**config.mk**
```make
export PLATFORM = sky130hd
export DESIGN_NAME = mips_multicycle_control
export DESIGN_NICKNAME = d
export VERILOG_FILES = /design/src/rtl/mips_multicycle_control.sv
export SDC_FILE = /design/constraint.sdc
export NUM_CORES = 1
export LEC_CHECK = 0
export ABC_AREA = 1
export CAP_MARGIN = 20
export CORE_MARGIN = 1.5
export CORE_UTILIZATION = 34
export CTS_CLUSTER_SIZE = 40
export DETAILED_ROUTE_END_ITERATION = 6
export PLACE_DENSITY = 0.77
export SETUP_SLACK_MARGIN = 0.15
export SLEW_MARGIN = 20
export SYNTH_ARGS = -nofsm -noshare
export SYNTH_HDL_FRONTEND = slang
export SYNTH_SLANG_ARGS = --single-unit
export TNS_END_PERCENT = 100
```
**constraint.sdc**
```tcl
create_clock -name clk -period 1.3 [get_ports clk]
set_input_delay 0.26 -clock clk [delete_from_list [all_inputs] [get_ports clk]]
set_output_delay 0.26 -clock clk [all_outputs]
set_load 0.03 [all_outputs]
```
**src/rtl/mips_multicycle_control.sv**
```systemverilog
// Main control FSM for the multicycle MIPS datapath.
// Sequences fetch/decode/execute/memory/writeback and drives the datapath
// mux selects, write enables and aluOp. Outputs are decoded combinationally
// from the current state, with mem_ready gating only the FETCH loads.
// Optional feature macro: ADDI_EN (adds ADDIEX/ADDIWB for opcode 001000).
module mips_multicycle_control (
    input  logic       clk,
    input  logic       reset,
    input  logic [5:0] opcode,
    input  logic       zero,
    input  logic       mem_ready,
    output logic       pcWrite,
    output logic       pcWriteCond,
    output logic       iorD,
    output logic       memRead,
    output logic       memWrite,
    output logic       irWrite,
    output logic       memToReg,
    output logic       regDst,
    output logic       regWrite,
    output logic       aluSrcA,
    output logic [1:0] aluSrcB,
    output logic [1:0] aluOp,
    output logic [1:0] pcSource,
    output logic [3:0] state,
    output logic       illegal
);

    typedef enum logic [3:0] {
        S_FETCH  = 4'd0,
        S_DECODE = 4'd1,
        S_MEMADR = 4'd2,
        S_MEMRD  = 4'd3,
        S_MEMWB  = 4'd4,
        S_MEMWR  = 4'd5,
        S_EXEC   = 4'd6,
        S_ALUWB  = 4'd7,
        S_BRANCH = 4'd8,
        S_JUMP   = 4'd9,
        S_ADDIEX = 4'd10,
        S_ADDIWB = 4'd11
    } state_t;

    localparam logic [5:0] OP_RTYPE = 6'b000000;
    localparam logic [5:0] OP_LW    = 6'b100011;
    localparam logic [5:0] OP_SW    = 6'b101011;
    localparam logic [5:0] OP_BEQ   = 6'b000100;
    localparam logic [5:0] OP_J     = 6'b000010;
    localparam logic [5:0] OP_ADDI  = 6'b001000;

    state_t state_q, state_d;

    // zero only feeds the datapath PC-load gate; the FSM itself never branches on it
    logic unused_zero;
    assign unused_zero = zero;

    assign state = state_q;

    // State register: reset forces FETCH, otherwise advance to the decoded next state
    always_ff @(posedge clk) begin
        if (reset) state_q <= S_FETCH;
        else       state_q <= state_d;
    end

    // Next-state and output decode; reset masks every output to 0 so an
    // aborted instruction can never commit a write in the reset cycle
    always_comb begin
        state_d     = S_FETCH;
        pcWrite     = 1'b0;
        pcWriteCond = 1'b0;
        iorD        = 1'b0;
        memRead     = 1'b0;
        memWrite    = 1'b0;
        irWrite     = 1'b0;
        memToReg    = 1'b0;
        regDst      = 1'b0;
        regWrite    = 1'b0;
        aluSrcA     = 1'b0;
        aluSrcB     = 2'b00;
        aluOp       = 2'b00;
        pcSource    = 2'b00;
        illegal     = 1'b0;
        case (state_q)
            S_FETCH: begin
                memRead = 1'b1;
                aluSrcB = 2'b01;
                if (mem_ready) begin
                    irWrite = 1'b1;
                    pcWrite = 1'b1;
                    state_d = S_DECODE;
                end else begin
                    state_d = S_FETCH;
                end
            end
            S_DECODE: begin
                aluSrcB = 2'b11;
                case (opcode)
                    OP_LW, OP_SW: state_d = S_MEMADR;
                    OP_RTYPE:     state_d = S_EXEC;
                    OP_BEQ:       state_d = S_BRANCH;
                    OP_J:         state_d = S_JUMP;
`ifdef ADDI_EN
                    OP_ADDI:      state_d = S_ADDIEX;
`endif
                    default: begin
                        state_d = S_FETCH;
                        illegal = 1'b1;
                    end
                endcase
            end
            S_MEMADR: begin
                aluSrcA = 1'b1;
                aluSrcB = 2'b10;
                // IR is stable, so the opcode is simply re-read here
                state_d = (opcode == OP_SW) ? S_MEMWR : S_MEMRD;
            end
            S_MEMRD: begin
                memRead = 1'b1;
                iorD    = 1'b1;
                state_d = mem_ready ? S_MEMWB : S_MEMRD;
            end
            S_MEMWB: begin
                regWrite = 1'b1;
                memToReg = 1'b1;
            end
            S_MEMWR: begin
                memWrite = 1'b1;
                iorD     = 1'b1;
                state_d  = mem_ready ? S_FETCH : S_MEMWR;
            end
            S_EXEC: begin
                aluSrcA = 1'b1;
                aluOp   = 2'b10;
                state_d = S_ALUWB;
            end
            S_ALUWB: begin
                regWrite = 1'b1;
                regDst   = 1'b1;
            end
            S_BRANCH: begin
                aluSrcA     = 1'b1;
                aluOp       = 2'b01;
                pcWriteCond = 1'b1;
                pcSource    = 2'b01;
            end
            S_JUMP: begin
                pcWrite  = 1'b1;
                pcSource = 2'b10;
            end
`ifdef ADDI_EN
            S_ADDIEX: begin
                aluSrcA = 1'b1;
                aluSrcB = 2'b10;
                state_d = S_ADDIWB;
            end
            S_ADDIWB: begin
                regWrite = 1'b1;
            end
`endif
            default: state_d = S_FETCH;
        endcase
        if (reset) begin
            pcWrite     = 1'b0;
            pcWriteCond = 1'b0;
            iorD        = 1'b0;
            memRead     = 1'b0;
            memWrite    = 1'b0;
            irWrite     = 1'b0;
            memToReg    = 1'b0;
            regDst      = 1'b0;
            regWrite    = 1'b0;
            aluSrcA     = 1'b0;
            aluSrcB     = 2'b00;
            aluOp       = 2'b00;
            pcSource    = 2'b00;
            illegal     = 1'b0;
        end
    end

endmodule

```
==> impl_metrics.json, run 1 <==
{
  "netlist_instances": 96,
  "die-width_um": 40.4,
  "synth_edf_count": 0,
  "synth_area_um2": 475,
  "io_pins": 31,
  "ys_seq_area_share_pct": 16.8,
  "synth-seq-cells": 4,
  "numPortBuffers": 29,
  "clockRootBuffer": "clkbuf_4",
  "ys_warn_count": 0,
  "synth_flop_cell": "dfxtp_1",
  "ys_top_cells_by_area": "nor2_1, nand2_1, dfxtp_1, inv_1, nor2_2",
  "post-dp-hpwl_um": 1380,
  "cts_hold_buf": 0,
  "clkSinkCount": 4,
  "error_line": "[ERROR DPL-0038] Utilization greater than 100%, impossible to legalize",
  "synthArstFlopShare_pct": 0,
  "htreeDepth": 1,
  "stop_stage": "5_1_grt",
  "globalplace.congestion": 0.856,
  "dp.cells": 153,
  "initial_utilization_pct": 36.5,
  "syn_nets": 106,
  "synth_top_cell_area_share_pct": 22.9,
  "syn_area_per_cell_um2": 4.95,
  "synth_top_area_cell": "nor2_1",
  "clockBufferDepth": 2,
  "post_dp_cell_area_mm2": 0.00103,
  "worstEpCategory": "output port",
  "ys_types": 17,
  "worstEndpointGrtRepair": "aluSrcB[0]",
  "die_h_um": 40.4,
  "cts_made_buffers": 3,
  "grt_max_degree": 10,
  "row_count": 13,
  "synth_common_cells": "nor2_1, nand2_1, inv_1",
  "status": "did not finish",
  "synth.most_common_cell": "nor2_1"
}
## through the flow
| step | hold WS [ns] | setup TNS [ns] | setup WS [ns] |
|---|---|---|---|
| 2_1_floorplan | 0.504 | -0.528 | -0.0704 |
| 3_3_place_gp | 0.667 | -4.72 | -0.460 |
| 3_5_place_dp | 0.659 | -5.44 | -0.515 |
| 4_1_cts | 0.564 | -3.48 | -0.263 |
## cells by family after synthesis
logic type      synth area share (%)
simple gates                    59.2
compound gates                  7.90
buf+inv                         16.0
flops                           16.8
## timing repair
action	4_1_cts
cloned	0
setup buffers	5
setup endpoints to repair	23
pin swaps	9
resized for setup	52
==> run 2: changes to the inputs <==
--- a/config.mk
+++ b/config.mk
@@ -7,12 +7,10 @@
 export LEC_CHECK = 0
 export ABC_AREA = 1
 export CAP_MARGIN = 20
-export CORE_MARGIN = 1.5
-export CORE_UTILIZATION = 34
-export CTS_CLUSTER_SIZE = 40
+export CORE_AREA = 2 2 63 65
 export DETAILED_ROUTE_END_ITERATION = 6
-export PLACE_DENSITY = 0.77
-export SETUP_SLACK_MARGIN = 0.15
+export DIE_AREA = 0 0 65 67
+export PLACE_DENSITY_LB_ADDON = 0.15
 export SLEW_MARGIN = 20
 export SYNTH_ARGS = -nofsm -noshare
 export SYNTH_HDL_FRONTEND = slang
==> run 2 against run 1 <==
  * The flow now finishes, with violations (setup timing)
  * Synthesized cell count did not move
  * Synthesized area did not move
==> impl_metrics.json, run 2 <==
{
  "status": "finished with violations",
  "violations": "setup timing",
  "routedWlPerCell_um": 9.35,
  "instances_no_fill": 206,
  "synth_top_area_cell": "nor2_1",
  "synth_edf_count": 0,
  "skew_ns": 0.00133,
  "area.growth.synth_to_final_pct": 194,
  "met2_length_um": 1060,
  "dr_wl_met3_um": 88,
  "crit_family": "buffers and inverters",
  "tightest_slew_ns": 0.211,
  "worst_ep_required_time_ns": 1.04,
  "post-route-period-util_pct": 118,
  "htreeDepth": 1,
  "finalHoldViolCount": 0,
  "nets": 170,
  "ys_top_cells_by_area": "nor2_1, nand2_1, dfxtp_1, inv_1, nor2_2",
  "die-width_um": 65,
  "relSlewSlack_pct": 85.9,
  "path_max_fanout": 6,
  "clockBufferDepth": 2,
  "ys_warn_count": 0,
  "drt_first_pass_iters": 4,
  "critPathKind": "reg -> out",
  "numPortBuffers": 29,
  "crit_path_frequent_cell": "nor2_4",
  "drc": 0,
  "synth_flop_cell": "dfxtp_1",
  "insertedDiodeCount": 0,
  "clkSinkCount": 4,
  "clockRootBuffer": "clkbuf_8",
  "grt_max_degree": 10,
  "row_count": 22,
  "synth_area_um2": 475,
  "grt_antenna_before_repair": 0,
  "synth.most_common_cell": "nor2_1",
  "tritoncts": "built",
  "worst_slack_ns": -0.238,
  "ys_seq_area_share_pct": 16.8,
  "path_cells": "inv_4, nor2_4, buf_6, nor2_4, inv_2, nor2_4, buf_6",
  "fmax_mhz": 650,
  "crit_path_start": "state[1]$_SDFF_PP0_",
  "top_layer_used": "met3",
  "wl_met1_um": 774,
  "design_area_mm2": 0.00140,
  "ant_nets": 0,
  "cp-start-kind": "flop",
  "clk_latency_ns": 0.21,
  "post_dp_cell_area_mm2": 0.00109,
  "ys_types": 17,
  "path_buf_inv": 4,
  "setup_viol": 19,
  "fin_crit_ns": 1.54,
  "post-dp-hpwl_um": 1570,
  "netlist_instances": 96,
  "vias_per_cell": 3.90,
  "syn_nets": 106,
  "critical_path_arrival_ns": 1.28,
  "fin_util_pct": 38.8,
  "cts_hold_buf": 0,
  "die-area_mm2": 0.00436,
  "grt_pass1_vias": 805,
  "clkTransAtPathRegs_ns": 0.03,
  "globalplace.congestion": 0.731,
  "r2r_start": "state[1]$_SDFF_PP0_",
  "drive_above_1_share_pct": 67.7,
  "rsz0062_at_grt": "yes",
  "drt_iter0_markers": 14,
  "overflow": 0,
  "wl_um": 1930,
  "final_common_cell": "buf_4",
  "synth_top_cell_area_share_pct": 22.9,
  "io_pins": 31,
  "cap_violations": 0,
  "p_leak_nw": 0.643,
  "core_mm2": 0.00361,
  "cts_made_buffers": 3,
  "hp-class": "in -> reg",
  "ir_worst_vdd_mv": 0.135,
  "synth_common_cells": "nor2_1, nand2_1, inv_1",
  "critPathSlowestCell": "dfxtp_4",
  "synth-seq-cells": 4,
  "dp.cells": 189,
  "initial_utilization_pct": 13.2,
  "die_h_um": 67,
  "grt_pass1_wl_um": 3360,
  "maxSlewViolCount": 0,
  "ff2ff_setup_slack_ns": -0.04,
  "endpoint_kind": "output port",
  "powerDensity_mw_per_mm2": 441,
  "vias": 803,
  "fill_cells": 397,
  "largest_reg_flops": 4,
  "layout_common_cells": "buf_4, buf_6, nor2_4, nand2_1",
  "cpPeakStageDelay_ns": 0.37,
  "hold_path_startpoint": "reset",
  "grt.total_usage_pct": 9.79,
  "syn_area_per_cell_um2": 4.95,
  "synthArstFlopShare_pct": 0
}
-- run 2: kinds of logic (layout without fill, tap and decap cells) --
family	Yosys count	count (layout)	share of synthesized area, %
AO/OA/AOI/OAI	7	7	7.90
buffers and inverters	18	80	16.0
flip-flops	4	4	16.8
AND/OR/NAND/NOR	67	67	59.2
-- run 2: tightest hold or removal path, delay by kind of cell --
kind | cells | cell delay, ns
and+or+nand+nor | 3 | 0.17
buffers and inverters | 2 | 0.41
-- run 2: report_power, final --
group | switching [mW] | internal, mW | total [mW]
clock network | 0.0562 | 0.197 | 0.253
registers | 0.00660 | 0.120 | 0.126
logic | 0.127 | 0.112 | 0.238
total | 0.190 | 0.428 | 0.618
-- run 2: final timing paths --
path | to | cells after the start
worst max register to register | state[0]$_SDFF_PP0_ | 10
worst min register to register | state[3]$_SDFF_PP0_ | 5
worst max-delay path | memRead | 7
worst min-delay path | state[3]$_SDFF_PP0_ | 5
-- run 2: per-layer routing --
metal / GRT usage, % / vias up
li1: - / 419
met4: 3.19 / 0
met5: 0 / -
met1: 11.2 / 364
met3: 1.35 / 0
met2: 18.6 / 20
-- run 2: area by class of cell --
type / count / area (um2) / share of cell area, %
clock buffers: 3 / 41.3 / 2.95
inverters: 15 / 61.3 / 4.38
multi-input cells: 74 / 582 / 41.6
flip-flops and latches: 4 / 95.1 / 6.79
well taps: 48 / 60.1 / 4.29
repair buffers: 62 / 561 / 40.0
-- run 2: what timing repair did --
item                                    in CTS  in global routing
pin swaps                                   18                 10
resized for setup                           47                  6
setup buffers                               11                  3
endpoints found under the setup margin      19                 21
-- run 2: stage by stage --
step                      setup TNS, ns  total power [mW]  hold slack [ns]  worst slack [ns]
after global routing              -4.26             0.652            0.717            -0.305
after CTS                         -3.39             0.623            0.651            -0.277
after global placement            -5.48             0.326            0.766            -0.456
final                             -3.00             0.618            0.668            -0.238
after detailed placement          -5.33             0.327            0.767            -0.489
after floorplan                  -0.503             0.233            0.504           -0.0704
Power figures use the tool's default switching activity.
